## config.mk

```make
export PLATFORM = sky130hd
export DESIGN_NAME = rgb_col_streamer_flat
export DESIGN_NICKNAME = d
export VERILOG_FILES = /design/src/rtl/conv_pkg.sv /design/src/rtl/rgb_col_streamer_if.sv /design/src/rtl/rgb_col_streamer_skid.sv /design/src/rtl/rgb_col_streamer.sv /design/src/flat_wrapper.sv
export SDC_FILE = /design/constraint.sdc
export NUM_CORES = 1
export LEC_CHECK = 0
export CAP_MARGIN = 20
export CORE_ASPECT_RATIO = 0.5
export CORE_MARGIN = 3
export CORE_UTILIZATION = 35
export DETAILED_ROUTE_END_ITERATION = 10
export PLACE_DENSITY = 0.62
export SLEW_MARGIN = 10
export SYNTH_ARGS = -nofsm -noshare
export SYNTH_HDL_FRONTEND = slang
export SYNTH_HIERARCHICAL = 1
export SYNTH_SLANG_ARGS = --single-unit
```

## constraint.sdc

```tcl
create_clock -name clk -period 5.95 [get_ports clk]
set_input_delay 1.19 -clock clk [delete_from_list [all_inputs] [get_ports clk]]
set_output_delay 1.19 -clock clk [all_outputs]
set_load 0.03 [all_outputs]
```

## src/rtl/conv_pkg.sv

```systemverilog
// Shared constants, streamer state encoding and column packing for the conv-layer input path.
package conv_pkg;

    localparam int DEF_DATA_WIDTH = 8;
    localparam int DEF_ADDR_W     = 18;

    localparam logic [2:0] ST_IDLE   = 3'd0;
    localparam logic [2:0] ST_LOAD_W = 3'd1;
    localparam logic [2:0] ST_PRIME  = 3'd2;
    localparam logic [2:0] ST_STREAM = 3'd3;
    localparam logic [2:0] ST_DONE   = 3'd4;

    typedef struct packed {
        logic [3*DEF_DATA_WIDTH-1:0] r;
        logic [3*DEF_DATA_WIDTH-1:0] g;
        logic [3*DEF_DATA_WIDTH-1:0] b;
    } col_beat_t;

    // Row r lands in the MSBs so the conv layer sees the top pixel first.
    function automatic logic [3*DEF_DATA_WIDTH-1:0] pack_col(
        input logic [DEF_DATA_WIDTH-1:0] row0,
        input logic [DEF_DATA_WIDTH-1:0] row1,
        input logic [DEF_DATA_WIDTH-1:0] row2
    );
        return {row0, row1, row2};
    endfunction

endpackage

```

## src/rtl/rgb_col_streamer_if.sv

```systemverilog
// Column stream from the streamer to rgb_conv_layer_64, plus the weight-load strobe.
interface rgb_col_streamer_if
    import conv_pkg::*;
#(
    parameter int DATA_WIDTH = DEF_DATA_WIDTH
);
    // A beat moves on a rising edge where input_valid && out_ready; while input_valid
    // is high and out_ready low, input_valid and input_col_* hold their values.
    logic                      load_weight;
    logic [3*DATA_WIDTH-1:0]   input_col_r;
    logic [3*DATA_WIDTH-1:0]   input_col_g;
    logic [3*DATA_WIDTH-1:0]   input_col_b;
    logic                      input_valid;
    logic                      out_ready;

    modport master (
        output load_weight, input_col_r, input_col_g, input_col_b, input_valid,
        input  out_ready
    );

    modport slave (
        input  load_weight, input_col_r, input_col_g, input_col_b, input_valid,
        output out_ready
    );
endinterface

```

## src/rtl/rgb_col_streamer_skid.sv

```systemverilog
// Two-entry valid/ready buffer that absorbs the memory read latency under backpressure.
module col_skid_buf #(
    parameter int WIDTH = 72
) (
    input  logic             clk,
    input  logic             rst_n,
    input  logic             in_valid,
    input  logic [WIDTH-1:0] in_data,
    output logic             out_valid,
    output logic [WIDTH-1:0] out_data,
    input  logic             out_ready,
    output logic [1:0]       level
);
    logic [WIDTH-1:0] head;
    logic [WIDTH-1:0] tail;
    logic [1:0]       cnt;
    logic             push;
    logic             pop;

    // The producer tracks space through level; a push into a full buffer is refused.
    assign out_valid = (cnt != 2'd0);
    assign out_data  = head;
    assign level     = cnt;
    assign pop       = out_valid && out_ready;
    assign push      = in_valid && ((cnt != 2'd2) || pop);

    always_ff @(posedge clk or negedge rst_n) begin
        if (!rst_n) begin
            head <= '0;
            tail <= '0;
            cnt  <= 2'd0;
        end else begin
            unique case ({push, pop})
                2'b10: begin
                    if (cnt == 2'd0) head <= in_data;
                    else             tail <= in_data;
                    cnt <= cnt + 2'd1;
                end
                2'b01: begin
                    head <= tail;
                    cnt  <= cnt - 2'd1;
                end
                2'b11: begin
                    if (cnt == 2'd1) begin
                        head <= in_data;
                    end else begin
                        head <= tail;
                        tail <= in_data;
                    end
                end
                default: ;
            endcase
        end
    end
endmodule

```

## src/rtl/rgb_col_streamer.sv

```systemverilog
// Reads an RGB image from three channel memories and streams 3-row columns to the conv layer.
module rgb_col_streamer
    import conv_pkg::*;
#(
    parameter int DATA_WIDTH    = DEF_DATA_WIDTH,
    parameter int IMG_W         = 224,
    parameter int IMG_H         = 224,
    parameter int ADDR_W        = DEF_ADDR_W,
    parameter int WEIGHT_CYCLES = 9
) (
    input  logic                  clk,
    input  logic                  rst_n,
    input  logic                  start,
    output logic [ADDR_W-1:0]     rd_addr_0,
    output logic [ADDR_W-1:0]     rd_addr_1,
    output logic [ADDR_W-1:0]     rd_addr_2,
    input  logic [DATA_WIDTH-1:0] rd_r_0,
    input  logic [DATA_WIDTH-1:0] rd_r_1,
    input  logic [DATA_WIDTH-1:0] rd_r_2,
    input  logic [DATA_WIDTH-1:0] rd_g_0,
    input  logic [DATA_WIDTH-1:0] rd_g_1,
    input  logic [DATA_WIDTH-1:0] rd_g_2,
    input  logic [DATA_WIDTH-1:0] rd_b_0,
    input  logic [DATA_WIDTH-1:0] rd_b_1,
    input  logic [DATA_WIDTH-1:0] rd_b_2,
    rgb_col_streamer_if.master    col,
    output logic                  busy,
    output logic                  done,
    output logic [2:0]            dbg_state
);
    localparam int RW = $clog2(IMG_H + 1);
    localparam int CW = $clog2(IMG_W + 1);
    localparam int WW = $clog2(WEIGHT_CYCLES + 1);
    localparam int BW = 9 * DATA_WIDTH;

    if (longint'(IMG_W) * longint'(IMG_H) > (longint'(1) << ADDR_W)) begin : g_addr_check
        $error("IMG_W*IMG_H does not fit in the ADDR_W address space");
    end
    if (DATA_WIDTH != DEF_DATA_WIDTH) begin : g_width_check
        $error("DATA_WIDTH must match the conv_pkg column packing width");
    end
    if (IMG_H < 3 || IMG_W < 1 || WEIGHT_CYCLES < 1) begin : g_geom_check
        $error("image must have at least 3 rows and WEIGHT_CYCLES must be at least 1");
    end

    logic [2:0]      state;
    logic [2:0]      state_n;
    logic [WW-1:0]   wcnt;
    logic [RW-1:0]   row_cnt;
    logic [CW-1:0]   col_cnt;
    logic [RW-1:0]   row_nxt;
    logic [CW-1:0]   col_nxt;
    logic            all_issued;
    logic            inflight;
    logic            frame_start;
    logic            last_read;
    logic            issue;
    logic            pop;
    logic            last_beat;
    logic [1:0]      level;
    logic [2:0]      occ;
    logic            head_valid;
    logic [BW-1:0]   head_data;
    col_beat_t       push_beat;
    col_beat_t       head_beat;

    function automatic logic [ADDR_W-1:0] addr_of(input logic [ADDR_W-1:0] r,
                                                  input logic [ADDR_W-1:0] c);
        return r * ADDR_W'(IMG_W) + c;
    endfunction

    always_comb begin
        frame_start = start && (state == ST_IDLE || state == ST_DONE);
        pop         = head_valid && col.out_ready;
        // Slots already spoken for once this cycle's pop and the read in flight settle.
        occ         = 3'(level) + 3'(inflight) - 3'(pop);
        last_read   = (row_cnt == RW'(IMG_H - 3)) && (col_cnt == CW'(IMG_W - 1));
        issue       = (state == ST_PRIME || state == ST_STREAM) && !all_issued && (occ < 3'd2);
        last_beat   = pop && all_issued && !inflight && (level == 2'd1);
        if (col_cnt == CW'(IMG_W - 1)) begin
            col_nxt = '0;
            row_nxt = row_cnt + 1'b1;
        end else begin
            col_nxt = col_cnt + 1'b1;
            row_nxt = row_cnt;
        end
    end

    always_comb begin
        state_n = state;
        unique case (state)
            ST_IDLE:   if (start) state_n = ST_LOAD_W;
            ST_LOAD_W: if (wcnt == WW'(WEIGHT_CYCLES - 1)) state_n = ST_PRIME;
            ST_PRIME:  state_n = ST_STREAM;
            ST_STREAM: if (last_beat) state_n = ST_DONE;
            ST_DONE:   if (start) state_n = ST_LOAD_W;
            default:   state_n = ST_IDLE;
        endcase
    end

    always_ff @(posedge clk or negedge rst_n) begin
        if (!rst_n) begin
            state      <= ST_IDLE;
            wcnt       <= '0;
            row_cnt    <= '0;
            col_cnt    <= '0;
            all_issued <= 1'b0;
            inflight   <= 1'b0;
            rd_addr_0  <= '0;
            rd_addr_1  <= '0;
            rd_addr_2  <= '0;
        end else begin
            state    <= state_n;
            inflight <= issue;
            if (frame_start) begin
                wcnt       <= '0;
                row_cnt    <= '0;
                col_cnt    <= '0;
                all_issued <= 1'b0;
                rd_addr_0  <= addr_of(ADDR_W'(0), '0);
                rd_addr_1  <= addr_of(ADDR_W'(1), '0);
                rd_addr_2  <= addr_of(ADDR_W'(2), '0);
            end else if (state == ST_LOAD_W) begin
                wcnt <= wcnt + 1'b1;
            end
            // Without an issue the address holds, so the memory simply re-reads it.
            if (issue) begin
                if (last_read) begin
                    all_issued <= 1'b1;
                end else begin
                    row_cnt   <= row_nxt;
                    col_cnt   <= col_nxt;
                    rd_addr_0 <= addr_of(ADDR_W'(row_nxt),             ADDR_W'(col_nxt));
                    rd_addr_1 <= addr_of(ADDR_W'(row_nxt) + ADDR_W'(1), ADDR_W'(col_nxt));
                    rd_addr_2 <= addr_of(ADDR_W'(row_nxt) + ADDR_W'(2), ADDR_W'(col_nxt));
                end
            end
        end
    end

    always_comb begin
        push_beat.r = pack_col(rd_r_0, rd_r_1, rd_r_2);
        push_beat.g = pack_col(rd_g_0, rd_g_1, rd_g_2);
        push_beat.b = pack_col(rd_b_0, rd_b_1, rd_b_2);
        head_beat   = col_beat_t'(head_data);
    end

    col_skid_buf #(.WIDTH(BW)) u_skid (
        .clk       (clk),
        .rst_n     (rst_n),
        .in_valid  (inflight),
        .in_data   (BW'(push_beat)),
        .out_valid (head_valid),
        .out_data  (head_data),
        .out_ready (col.out_ready),
        .level     (level)
    );

    assign col.load_weight = (state == ST_LOAD_W);
    assign col.input_valid = head_valid;
    assign col.input_col_r = head_beat.r;
    assign col.input_col_g = head_beat.g;
    assign col.input_col_b = head_beat.b;
    assign busy            = (state == ST_LOAD_W) || (state == ST_PRIME) || (state == ST_STREAM);
    assign done            = (state == ST_DONE);
    assign dbg_state       = state;

endmodule

```

## src/flat_wrapper.sv

```systemverilog
// flat-port wrapper written by rule: the top's interface ports become plain ports
module rgb_col_streamer_flat import conv_pkg::*;
#(
    parameter int DATA_WIDTH    = DEF_DATA_WIDTH,
    parameter int IMG_W         = 224,
    parameter int IMG_H         = 224,
    parameter int ADDR_W        = DEF_ADDR_W,
    parameter int WEIGHT_CYCLES = 9
)
  (clk, rst_n, start, rd_addr_0, rd_addr_1, rd_addr_2, rd_r_0, rd_r_1, rd_r_2, rd_g_0, rd_g_1, rd_g_2, rd_b_0, rd_b_1, rd_b_2, busy, done, dbg_state, col_load_weight, col_input_col_r, col_input_col_g, col_input_col_b, col_input_valid, col_out_ready);
  rgb_col_streamer_if #(.DATA_WIDTH(DATA_WIDTH)) col_i ();
  input  logic clk;
  input  logic rst_n;
  input  logic start;
  output logic [ADDR_W-1:0] rd_addr_0;
  output logic [ADDR_W-1:0] rd_addr_1;
  output logic [ADDR_W-1:0] rd_addr_2;
  input  logic [DATA_WIDTH-1:0] rd_r_0;
  input  logic [DATA_WIDTH-1:0] rd_r_1;
  input  logic [DATA_WIDTH-1:0] rd_r_2;
  input  logic [DATA_WIDTH-1:0] rd_g_0;
  input  logic [DATA_WIDTH-1:0] rd_g_1;
  input  logic [DATA_WIDTH-1:0] rd_g_2;
  input  logic [DATA_WIDTH-1:0] rd_b_0;
  input  logic [DATA_WIDTH-1:0] rd_b_1;
  input  logic [DATA_WIDTH-1:0] rd_b_2;
  output logic busy;
  output logic done;
  output logic [2:0] dbg_state;
  output wire logic [$bits(col_i.load_weight)-1:0] col_load_weight;
  output wire logic [$bits(col_i.input_col_r)-1:0] col_input_col_r;
  output wire logic [$bits(col_i.input_col_g)-1:0] col_input_col_g;
  output wire logic [$bits(col_i.input_col_b)-1:0] col_input_col_b;
  output wire logic [$bits(col_i.input_valid)-1:0] col_input_valid;
  input wire logic [$bits(col_i.out_ready)-1:0] col_out_ready;
  assign col_load_weight = col_i.load_weight;
  assign col_input_col_r = col_i.input_col_r;
  assign col_input_col_g = col_i.input_col_g;
  assign col_input_col_b = col_i.input_col_b;
  assign col_input_valid = col_i.input_valid;
  assign col_i.out_ready = col_out_ready;
  rgb_col_streamer #(.DATA_WIDTH(DATA_WIDTH), .IMG_W(IMG_W), .IMG_H(IMG_H), .ADDR_W(ADDR_W), .WEIGHT_CYCLES(WEIGHT_CYCLES)) u_core (.clk(clk), .rst_n(rst_n), .start(start), .rd_addr_0(rd_addr_0), .rd_addr_1(rd_addr_1), .rd_addr_2(rd_addr_2), .rd_r_0(rd_r_0), .rd_r_1(rd_r_1), .rd_r_2(rd_r_2), .rd_g_0(rd_g_0), .rd_g_1(rd_g_1), .rd_g_2(rd_g_2), .rd_b_0(rd_b_0), .rd_b_1(rd_b_1), .rd_b_2(rd_b_2), .col(col_i), .busy(busy), .done(done), .dbg_state(dbg_state));
endmodule
```

# ---- Word-level counts from Yosys, hierarchy flattened
# Cells that the tools add are included.
dict set report classes {
  reduce_logical 27
  n_lt_le_gt_ge 1
  n_mul 3
  n_bitwise 0
  div 0
  n_mux 33
  n_shift 0
  addsub 12
  n_eq_ne 18
}
# operator n
set op_table {}
lappend op_table {{2-to-1 mux 72 bit} 4}
lappend op_table {{case mux 72 bit (3 select lines)} 1}
lappend op_table {{2-to-1 mux 18 bit} 9}
lappend op_table {{case mux 72 bit (2 select lines)} 1}
lappend op_table {{2-to-1 mux 8 bit} 8}
lappend op_table {{adder 18 x 8 -> 18 bit} 2}
lappend op_table {{multiplier 18 x 3 -> 13 bit, second input constant} 2}
lappend op_table {{adder 16 x 8 -> 17 bit} 1}
lappend op_table {{adder 8 x 1 -> 8 bit, second input constant} 2}
lappend op_table {{== test 8 bit, second input constant} 2}
lappend op_table {{case mux 3 bit (4 select lines)} 1}
lappend op_table {{multiplier 8 x 3 -> 11 bit, second input constant} 1}
lappend op_table {{adder 8 x 1 -> 9 bit, second input constant} 1}
lappend op_table {{adder 8 x 2 -> 9 bit, second input constant} 1}
lappend op_table {{logical AND 1 bit} 9}
lappend op_table {{2-to-1 mux 3 bit} 3}
lappend op_table {{2-to-1 mux 4 bit} 2}
lappend op_table {{inequality test 2 bit, second input constant} 4}
lappend op_table {{nonzero test 2 bit} 4}
lappend op_table {{== test 3 x 2 -> 1 bit, second input constant} 2}
lappend op_table {{inequality test 2 x 1 -> 1 bit, second input constant} 3}
lappend op_table {{AND reduction 3 bit} 2}
lappend op_table {{logical OR 1 bit} 5}
lappend op_table {{adder 4 x 1 -> 4 bit, second input constant} 1}
lappend op_table {{18 further kinds} 23}
dict set report totals {
  memories 0
  word_cells 106
  ramBits 0
  romBits 0
  inputBits 76
  regBits 225
  output_inout_bits 133
  latchBits 0
}

# ---- Longest topological paths before layout
# Gate-level depths: netlist of the first run.
dict set report depth {
  depth_word 7
  ltp_mapped 24
  mapped_depth_nobuf 22
}

# ---- Hierarchy
# Netlist of the first run, hierarchy kept.
# module instances seq_area_each_um2 cells_each area_per_inst_um2
set modules_own_cells {}
lappend modules_own_cells {col_skid_buf 1 3653.5 589 6750.2}
lappend modules_own_cells {rgb_col_streamer 1 1976.9 661 6087.1}

# ---- Worst setup path after synthesis of the first run
# No wires, ideal clock.
dict set report synth_timing {
  path_kind {flip-flop to flip-flop}
  startpoint {register u_core.col_cnt[0]}
  endpoint {register u_core.rd_addr_1[16]}
  setup_ns 0.131
  setup_slack_ns 0.484
  n_path_buf 1
  period_less_slack_ns 5.466
  arrival_ns 5.335
  stages_incl_launch_ff 23
  required_time_ns 5.819
  path_cell_list {dfrtp_1 ha_1 nand4_2 nor2_8 nand2_1 o21ai_1 inv_1 ha_1 xnor2_1 and4_1 or2_2 clkbuf_1 fa_1 fa_1 a21o_1 a21oi_1 nor2b_1 o21a_1 o41ai_1 xnor2_1 nand4_1 xor2_1 o21ai_1}
}
dict set report synth_between {
  elab_chain_cells 7
  word_cells_on_any_way 10
  cone_classes {3 x add/sub; 1 x mul; 1 x eq/ne; 4 x mux; 1 x reduce/logical}
}
# item line
set synth_lines {}
lappend synth_lines {{start: declaration} rgb_col_streamer.sv:50} ;# logic [CW-1:0] col_cnt;
lappend synth_lines {{start signal: assignment} rgb_col_streamer.sv:132} ;# col_cnt <= col_nxt;
lappend synth_lines {{== test 8 bit} {rgb_col_streamer.sv:77, rgb_col_streamer.sv:80}}
lappend synth_lines {{2-to-1 mux 8 bit} rgb_col_streamer.sv:80} ;# if (col_cnt == CW'(IMG_W - 1)) begin
lappend synth_lines {{adder 8 x 1 -> 9 bit} rgb_col_streamer.sv:134} ;# rd_addr_1 <= addr_of(ADDR_W'(row_nxt) + ADDR_W'(1), ADDR_W'(col_nxt));
lappend synth_lines {{multiplier 18 x 3 -> 13 bit} rgb_col_streamer.sv:69} ;# return r * ADDR_W'(IMG_W) + c;
lappend synth_lines {{adder 18 x 8 -> 18 bit} rgb_col_streamer.sv:69}
lappend synth_lines {{2-to-1 mux 18 bit (*)} rgb_col_streamer.sv:128} ;# if (last_read) begin
lappend synth_lines {{2-to-1 mux 18 bit (*)} rgb_col_streamer.sv:127} ;# if (issue) begin
lappend synth_lines {{end signal: assignment} rgb_col_streamer.sv:121} ;# rd_addr_1 <= addr_of(ADDR_W'(1), '0);
lappend synth_lines {{end signal: assignment} rgb_col_streamer.sv:134}
lappend synth_lines {{end: declaration} rgb_col_streamer.sv:15} ;# output logic [ADDR_W-1:0] rd_addr_1,
# Mark *: on every way between the ends. The rest lies on a longest branch, timed or not.
# A chain may end at the register's enable or synchronous reset.

# ---- Final worst setup path of the first run
dict set report layout_timing {
  startpoint {register u_core.col_cnt[0]}
  endpoint {register u_core.rd_addr_1[13]}
}
# Same word-level chain as after synthesis.

==> run metrics, run 1 <==
DRT Pass-1 Iters=5; Post CTS Setup Buffer Count=0; final core utilization=0.457; initial antenna violation count=1; synthesized area per cell=approximately 10 um^2; Least-Margin Pin Slew=1050 ps; count leader, synth=dfrtp_1; kind of critical path=flop to flop; row count=48; Iter 0 DRT Violations=roughly 680; GP Congestion=0.867; synthesis-to-finish area growth=25.7%; r2r worst-path depth=21; Synth cell types=61; largest net degree at the start of global routing=77; Power Total=a little over 7 mW; Worst Hold Class=flop to flop; Root Driver=clkbuf_16; IO buf count=about 210; Overflow after GRT=0; DRT antenna net count=0; Critical Path RT=6340 ps; Seq/Total Area, Yosys=0.439; Final Max Slew Viols=0; synthesized flop and latch total=roughly 230; maxcap violations=0; Crit Path Max Fanout=9; dpl hpwl=between 20 and 25 mm; dominant synthesized flop cell=dfrtp_1; Std-Cell Core Area=between 30000 and 40000 um^2; top cell type's share of synthesized area=0.439; Post-Route WL=34.8 mm; Finished Layout Cells=1916; Synth Instances=1250; die height=roughly 140 um; Worst-path clk slew=approximately 70 ps; pwr dens=440 nW/um^2; asr flop ratio synth=1.00; CTS tree=done; Crit. End Element=flop; placed cells=about 1900; GRT Overall Usage=0.172; Sink Count=about 230; Max-slew headroom=0.301; Seq. cell area=5630 um^2; EDFF count, synth=0; post_cts resized=0; Max Clk Rate=0.182 GHz; area of the multi-input gates=approximately 6700 um^2; VDD IR-drop max=0.241 mV; Fin Setup TNS=0 ps; Max clock buf depth=3; share of cells above drive strength 1=0.110; Fill cells=~3200; IO Pins=between 200 and 250; leading cell types by count after synthesis=dfrtp_1, nand3_1, o21ai_0; CP arrival=about 6000 ps; RSZ-0062 raised after global routing=false; routed len/inst=roughly 18 um; first-pass GRT wire length=56.2 mm; Final Skew=approximately 15 ps; die width=between 200 and 300 um; run status=completed; Synth Net Count=between 1000 and 1500; initial core utilization=0.364; TritonCTS buffer count=24; Nets=1577; top post-synthesis cells by area=dfrtp_1, mux2_4, ha_1; Yosys warning count=6; number of global-route vias before repair=roughly 10000; WHS=480 ps; Post-route DRC=0; total number of vias=between 10000 and 15000; crit start category=flop; leakage power=between 7 and 8 nW; Mapped Area=12800 um^2; cts-stage hold buffer count=0; final count of hold timing violations=0; die footprint=around 39000 um^2; Yosys top cell by area=dfrtp_1; H-tree Lvls=1; Finish-stage setup viols=0; Clock Latency Late Sink=~530 ps; Tmin final=5500 ps; vias per cell=5.31; fin crit share=0.924; hold-critical path depth=2
## routing by layer
metal  global-route usage  routed length [um]  share of wire
met5                    0                   0              0
met4               0.0563                 969          0.028
met3               0.0233                1150          0.033
met2                0.319               18400           0.53
met1                0.208               14300           0.41
## final timing paths
| path | from | endpoint | slack [ps] |
|---|---|---|---|
| setup / recovery | u_core/col_cnt[0] | u_core/rd_addr_1[13] | 450 |
| hold / removal | u_core/rd_addr_1[1] | u_core/rd_addr_1[1] | 480 |
| setup reg to reg | u_core/col_cnt[0] | u_core/rd_addr_1[13] | 450 |
| hold reg to reg | u_core/rd_addr_1[1] | u_core/rd_addr_1[1] | 480 |
| max in group asynchronous | rst_n | u_core/u_skid/tail[64] | 4100 |
| min in group asynchronous | rst_n | u_core/rd_addr_2[15] | 620 |
## logic make-up (layout without fill, tap and decap cells)
| kind of cell | Yosys count | in the layout | synth area share |
|---|---|---|---|
| muxes | 80 | 80 | 0.0904 |
| DFF | 225 | 225 | 0.439 |
| buffers and inverters | 130 | 319 | 0.0452 |
| xor gates and xnor gates | 87 | 87 | 0.0605 |
| other | 0 | 2 | 0 |
| and+or+nand+nor | 356 | 356 | 0.142 |
| adders and majority gates | 77 | 77 | 0.0850 |
| AOI/OAI and AO/OA | 295 | 295 | 0.139 |
## sequential cells by signal, indices dropped and copies added (netlist names)
name	cells
u_core/u_skid/tail	72
u_core/wcnt	4
u_core/rd_addr_2	18
u_core/row_cnt	8
u_core/rd_addr_0	18
u_core/dbg_state	3
u_core/col_cnt	8
u_core/u_skid/level	2
u_core/all_issued	1
u_core/u_skid/out_data	72
u_core/inflight	1
u_core/rd_addr_1	18
## final cells by class
cell class,count,area share
Multi-Input combinational cell,895,0.412
Sequential cell,225,0.349
Timing Repair Buffer,233,0.143
Clock buffer,35,0.0442
Tap cell,475,0.0368
Inverter,45,0.0105
Clock inverter,6,0.00450
Antenna cell,2,0.000310
## critical path, stage by stage (launching register included)
cell and delay [ps]:
dfrtp_1 400, ha_1 300, nand4_2 240, nor2_8 240
nand2_1 70, o21ai_1 100, inv_1 80, ha_1 280
xnor2_1 170, and4_1 260, or2_2 340, xor2_1 180
ha_1 280, ha_1 370, and3_1 190, or3b_1 370
mux2i_2 270, o211ai_2 220, or3_4 470, a2111oi_4 290
xnor2_1 180, o21ai_2 60
## through the flow
step | setup WS (ps) | instance area, um^2
after floorplan | 484 | 12800
after global placement | 632 | 15300
after detailed placement | 509 | 15300
after CTS | 459 | 16100
after global routing | 59.6 | 16100
final | 452 | 16100
## cells in the final DEF (no fill, tap or decap), drive strengths merged, types with 4 or more instances in the layout
cell           instances
clkdlybuf4s50        207
fa                    17
mux2i                  8
clkbuf                35
dfrtp                225
clkinv                 5
nand4                  7
a21o                  35
a31oi                 75
nand3                122
a22o                   5
buf                   26
nor3                  86
and2                   7
inv                   44
o21ai                132
ha                    60
nor3b                  6
a21oi                 25
xnor2                 56
nand2                 55
nor2                  40
xor2                  30
o21bai                 8
or2                    5
nor2b                  4
mux2                  72
## power breakdown
group / internal [mW] / switching [mW] / leakage [nW]
combinational: 1.37 / 1.74 / 4.15
clock: 0.875 / 0.627 / 0.383
sequential: 2.12 / 0.372 / 2.77
total: 4.36 / 2.74 / 7.30
No activity file was read; power rests on OpenSTA's default activity.
==> run 2: changes to the inputs <==
--- a/config.mk
+++ b/config.mk
@@ -11,6 +11,7 @@
 export CORE_UTILIZATION = 35
 export DETAILED_ROUTE_END_ITERATION = 10
 export PLACE_DENSITY = 0.62
+export RECOVER_POWER = 50
 export SLEW_MARGIN = 10
 export SYNTH_ARGS = -nofsm -noshare
 export SYNTH_HDL_FRONTEND = slang
==> run 2 against run 1 <==
The flow now finishes with violations (capacitance limit, slew limit). Cell area decreased by 0.81%. Largest cell class unchanged. Routed wire length decreased by 0.43%. Largest power group unchanged. Setup slack improved by 6.7 ps.
==> run metrics, run 2 (synthesis results as in run 1) <==
Clock Latency Late Sink=530 ps; initial core utilization=0.364; most frequent cells in the layout=dfrtp_1, clkdlybuf4s50_1, nand3_1; Finished Layout Cells=between 1500 and 2000; Post-Route WL=about 35 mm; Reg2Reg Setup Slack=about 460 ps; Iter 0 DRT Violations=700; worst r2r dst=u_core/rd_addr_1[13]; kind of critical path=flop to flop; VDD IR-drop max=roughly 0.24 mV; die width=around 280 um; Crit Path Max Fanout=9; vias per cell=approximately 5.3; final count of hold timing violations=0; Final Max Slew Viols=approximately 190; first-pass GRT wire length=between 50 and 60 mm; DRT antenna net count=0; number of global-route vias before repair=10500; Nets=1577; commonest non-fill, non-tap cell in the layout=dfrtp_1; Finish-stage setup viols=0; placed cells=~1900; Hold Startpoint=u_core/rd_addr_1[1]; total number of vias=around 10000; die footprint=39200 um^2; initial antenna violation count=1; Max-slew headroom=-1.67; DRT Pass-1 Iters=5; CTS tree=done; H-tree Lvls=1; Crit. End Element=flop; row count=48; Min-Delay Endpoint=u_core/rd_addr_1[1]; share of cells above drive strength 1=0.0910; maxcap violations=3; Overflow after GRT=0; crit start category=flop; violated checks=capacitance limit, slew limit; Sink Count=225; GRT Overall Usage=0.172; Least-Margin Pin Slew=between 4000 and 5000 ps; hold-critical path depth=2; Root Driver=clkbuf_16; IO Pins=209; post_cts resized=0; Fill cells=about 3300; pwr dens=437 nW/um^2; Post-route DRC=0; Worst-path clk slew=70 ps; Fin Setup TNS=0 ps; synthesis-to-finish area growth=24.7%; routed len/inst=approximately 18 um; Tmin final=5490 ps; CP arrival=5880 ps; RSZ-0062 raised after global routing=false; dpl hpwl=approximately 23 mm; largest net degree at the start of global routing=between 70 and 80; GP Congestion=0.867; Std-Cell Core Area=35300 um^2; Max clock buf depth=3; fin crit share=0.923; Power Total=~7 mW; FF-to-FF Start=u_core/col_cnt[0]; design area=16000 um^2; Max Clk Rate=roughly 0.18 GHz; Critical Path RT=around 6300 ps; Final Skew=about 15 ps; r2r worst-path depth=21; IO buf count=208; Worst Hold Class=flop to flop; run status=complete, but fails checks; leakage power=about 7.2 nW; cts-stage hold buffer count=0; final core utilization=0.453; TritonCTS buffer count=24; DP Area=between 15000 and 20000 um^2; Post CTS Setup Buffer Count=0; die height=roughly 140 um
run 2: changes by cell type in the layout (fill, tap and decap cells not counted), sizes merged:
cell	change
clkbuf	+5
dlygate4sd3	+14
buf	-5
clkdlybuf4s50	-14
run 2: final cells by class:
class,instances,area (um^2),area share
Sequential cell,225,5630,0.352
Inverter,45,169,0.0106
Timing Repair Buffer,233,2280,0.142
Antenna cell,2,5.00,0.000313
Tap cell,475,594,0.0371
Clock inverter,6,72.6,0.00453
Multi-Input combinational cell,895,6540,0.409
Clock buffer,35,713,0.0446
run 2: worst max path at each step:
stage                      startpoint                          to  slack (ps)
floorplan           u_core/col_cnt[0]        u_core/rd_addr_1[16]         480
finish              u_core/col_cnt[0]        u_core/rd_addr_1[13]         460
CTS                 u_core/col_cnt[0]        u_core/rd_addr_1[13]         460
global placement    u_core/col_cnt[0]        u_core/rd_addr_1[13]         630
detailed placement  u_core/col_cnt[0]        u_core/rd_addr_1[13]         510
global route                    rst_n  u_core/u_skid/out_data[36]          40
run 2: stage by stage:
| step | hold WS (ps) | setup WS (ps) |
|---|---|---|
| 3_5_place_dp | 467 | 509 |
| 4_1_cts | 483 | 459 |
| 3_3_place_gp | 462 | 632 |
| 2_1_floorplan | 472 | 484 |
| 6_report | 480 | 458 |
| 5_1_grt | 492 | 37.5 |
run 2: critical path, cell delays in order, from the launching register on:
cell and delay (ps):
dfrtp_1 400, ha_1 300, nand4_2 240, nor2_8 230, nand2_1 70, o21ai_1 100, inv_1 80, ha_1 280
xnor2_1 170, and4_1 260, or2_2 340, xor2_1 180, ha_1 280, ha_1 370, and3_1 190, or3b_1 360
mux2i_2 270, o211ai_2 220, or3_4 470, a2111oi_4 290, xnor2_1 180, o21ai_2 60
run 2: power by group:
| group | internal, mW | switching [mW] | leakage, nW |
|---|---|---|---|
| Clock | 0.875 | 0.631 | 0.383 |
| Combinational | 1.29 | 1.72 | 4.03 |
| Sequential | 2.12 | 0.367 | 2.77 |
| Total | 4.28 | 2.72 | 7.18 |
run 2: layer usage:
| metal | wire length (um) | track usage | vias to the layer above |
|---|---|---|---|
| met3 | 1250 | 0.0233 | 59 |
| met2 | 18200 | 0.319 | 221 |
| met4 | 967 | 0.0563 | 0 |
| met1 | 14200 | 0.208 | 5126 |
| met5 | 0 | 0 | - |
| li1 | - | - | 4809 |
==> run 3: changes to the inputs <==
--- a/config.mk
+++ b/config.mk
@@ -6,7 +6,7 @@
 export NUM_CORES = 1
 export LEC_CHECK = 0
 export CAP_MARGIN = 20
-export CORE_ASPECT_RATIO = 0.5
+export CORE_ASPECT_RATIO = 1.25
 export CORE_MARGIN = 3
 export CORE_UTILIZATION = 35
 export DETAILED_ROUTE_END_ITERATION = 10
==> run 3 against run 2 <==
The run still ends with capacitance limit, slew limit left. Register-to-register slack got worse by 40 ps. Die area fell by 0.32%. First-iteration DRC count rose by 20%. Fmax fell by 0.69%. Cell area rose by 0.42%. Power rose by 1.4%. Routed wire length rose by 0.94%.
==> run metrics, run 3 (synthesis results as in run 1) <==
run status=complete, but fails checks; violated checks=capacitance limit, slew limit; ANT cells=0; Critical Path RT=6380 ps; smallest setup slack after layout=420 ps; Final Skew=14.7 ps; final core utilization=0.450; pwr dens=about 440 nW/um^2; initial antenna violation count=1; Max clock buf depth=3; GRT Overall Usage=0.176; fin crit share=0.929; maxcap violations=3; kind of critical path=flop to flop; Tmin final=5530 ps; Crit Path Max Fanout=9; CTS tree=done; IO Pins=209; leakage power=slightly above 7 nW; Clock Latency Late Sink=roughly 540 ps; Finish-stage setup viols=0; Std-Cell Core Area=35700 um^2; Post CTS Setup Buffer Count=0; die footprint=roughly 39000 um^2; row count=77; die height=between 200 and 250 um; initial core utilization=0.359; commonest non-fill, non-tap cell in the layout=dfrtp_1; RSZ-0062 raised after global routing=false; Seq. cell area=~5600 um^2; total number of vias=roughly 10000; Post-route DRC=0; DP Worst Slack=between 300 and 400 ps; crit start category=flop; H-tree Lvls=1; IO buf count=~210; Max-slew headroom=-1.46; Fin Setup TNS=0 ps; Finished Layout Cells=between 1500 and 2000; first-pass GRT wire length=56.3 mm; routed len/inst=18.3 um; largest net degree at the start of global routing=145; Worst-path clk slew=60 ps; Max Clk Rate=around 0.18 GHz; area of the multi-input gates=approximately 6600 um^2; DRT Pass-1 Iters=5; dpl hpwl=22.6 mm; Post-Route WL=between 30 and 40 mm; Nets=1574; TritonCTS buffer count=26; die width=roughly 180 um; Iter 0 DRT Violations=843; Overflow after GRT=0; number of global-route vias before repair=a little over 10000; vias per cell=5.29; synthesis-to-finish area growth=25.2%; post_cts resized=0; Worst Hold Class=flop to flop; placed cells=around 1900; most frequent cells in the layout=dfrtp_1, clkdlybuf4s50_1, nand3_1; CP arrival=just under 6000 ps; cts-stage hold buffer count=0; DRT antenna net count=0; Sink Count=about 230; VDD IR-drop max=around 0.2 mV; Power Total=roughly 7.1 mW; Root Driver=clkbuf_16; final count of hold timing violations=0; Final Max Slew Viols=around 230; Fill cells=roughly 3400; Least-Margin Pin Slew=roughly 3700 ps; Crit. End Element=flop; share of cells above drive strength 1=0.0898; GP Congestion=between 0.8 and 0.9
==> run 3: changes by cell type in the layout (fill, tap and decap cells not counted), sizes merged <==
cell	previous run	this run
clkbuf	40	41
diode	2	0
bufinv	1	3
buf	21	18
clkdlybuf4s50	193	175
clkinv	5	3
dlygate4sd3	14	32
==> run 3: worst paths after layout <==
check / to / from / slack [ps] / cells after the start
max: u_core/rd_addr_1[13] / u_core/col_cnt[0] / 420 / 21
min: u_core/rd_addr_1[2] / u_core/rd_addr_1[2] / 470 / 1
max reg2reg: u_core/rd_addr_1[13] / u_core/col_cnt[0] / 420 / 21
min reg2reg: u_core/rd_addr_1[2] / u_core/rd_addr_1[2] / 470 / 1
max in group asynchronous: u_core/rd_addr_2[13] / rst_n / 1300 / 2
min in group asynchronous: u_core/u_skid/tail[26] / rst_n / 1710 / 1
==> run 3: layer usage <==
| layer | global-route usage | vias up | share of wire |
|---|---|---|---|
| met4 | 0.0354 | 2 | 0.013 |
| met3 | 0.0284 | 30 | 0.057 |
| met5 | 0 | - | 0.00037 |
| li1 | - | 4805 | - |
| met1 | 0.228 | 5018 | 0.42 |
| met2 | 0.313 | 247 | 0.51 |
==> run 3: area by class of cell <==
class                   instances  area share
repair buffers                228       0.140
clock inverters                 6     0.00669
clock buffers                  38      0.0477
multi-input cells             895       0.408
inverters                      45      0.0105
flip-flops and latches        225       0.350
well taps                     474      0.0369
==> run 3: through the flow <==
stage / instance area (um^2) / hold slack [ps]
finish: 16100 / 467
global route: 16100 / 491
CTS: 16200 / 478
detailed placement: 15300 / 463
global placement: 15300 / 462
floorplan: 12800 / 472
==> run 3: power by group <==
part | switching (mW) | total, mW | leakage, nW | internal (mW)
combinational | 1.72 | 2.98 | 4.02 | 1.26
clock | 0.641 | 1.66 | 0.426 | 1.01
sequential | 0.345 | 2.46 | 2.77 | 2.12
==> run 3: worst max-delay path, stage by stage (launching register included) <==
cell and delay [ps]:
dfrtp_1 400, ha_1 300, nand4_2 240, nor2_8 230
nand2_1 70, o21ai_1 100, inv_1 160, ha_1 310
xnor2_1 160, and4_1 260, or2_2 350, xor2_1 180
ha_1 310, ha_1 360, and3_1 190, or3b_1 390
mux2i_4 230, o211ai_2 190, or3_4 460, a2111oi_4 290
xnor2_1 170, o21ai_2 60
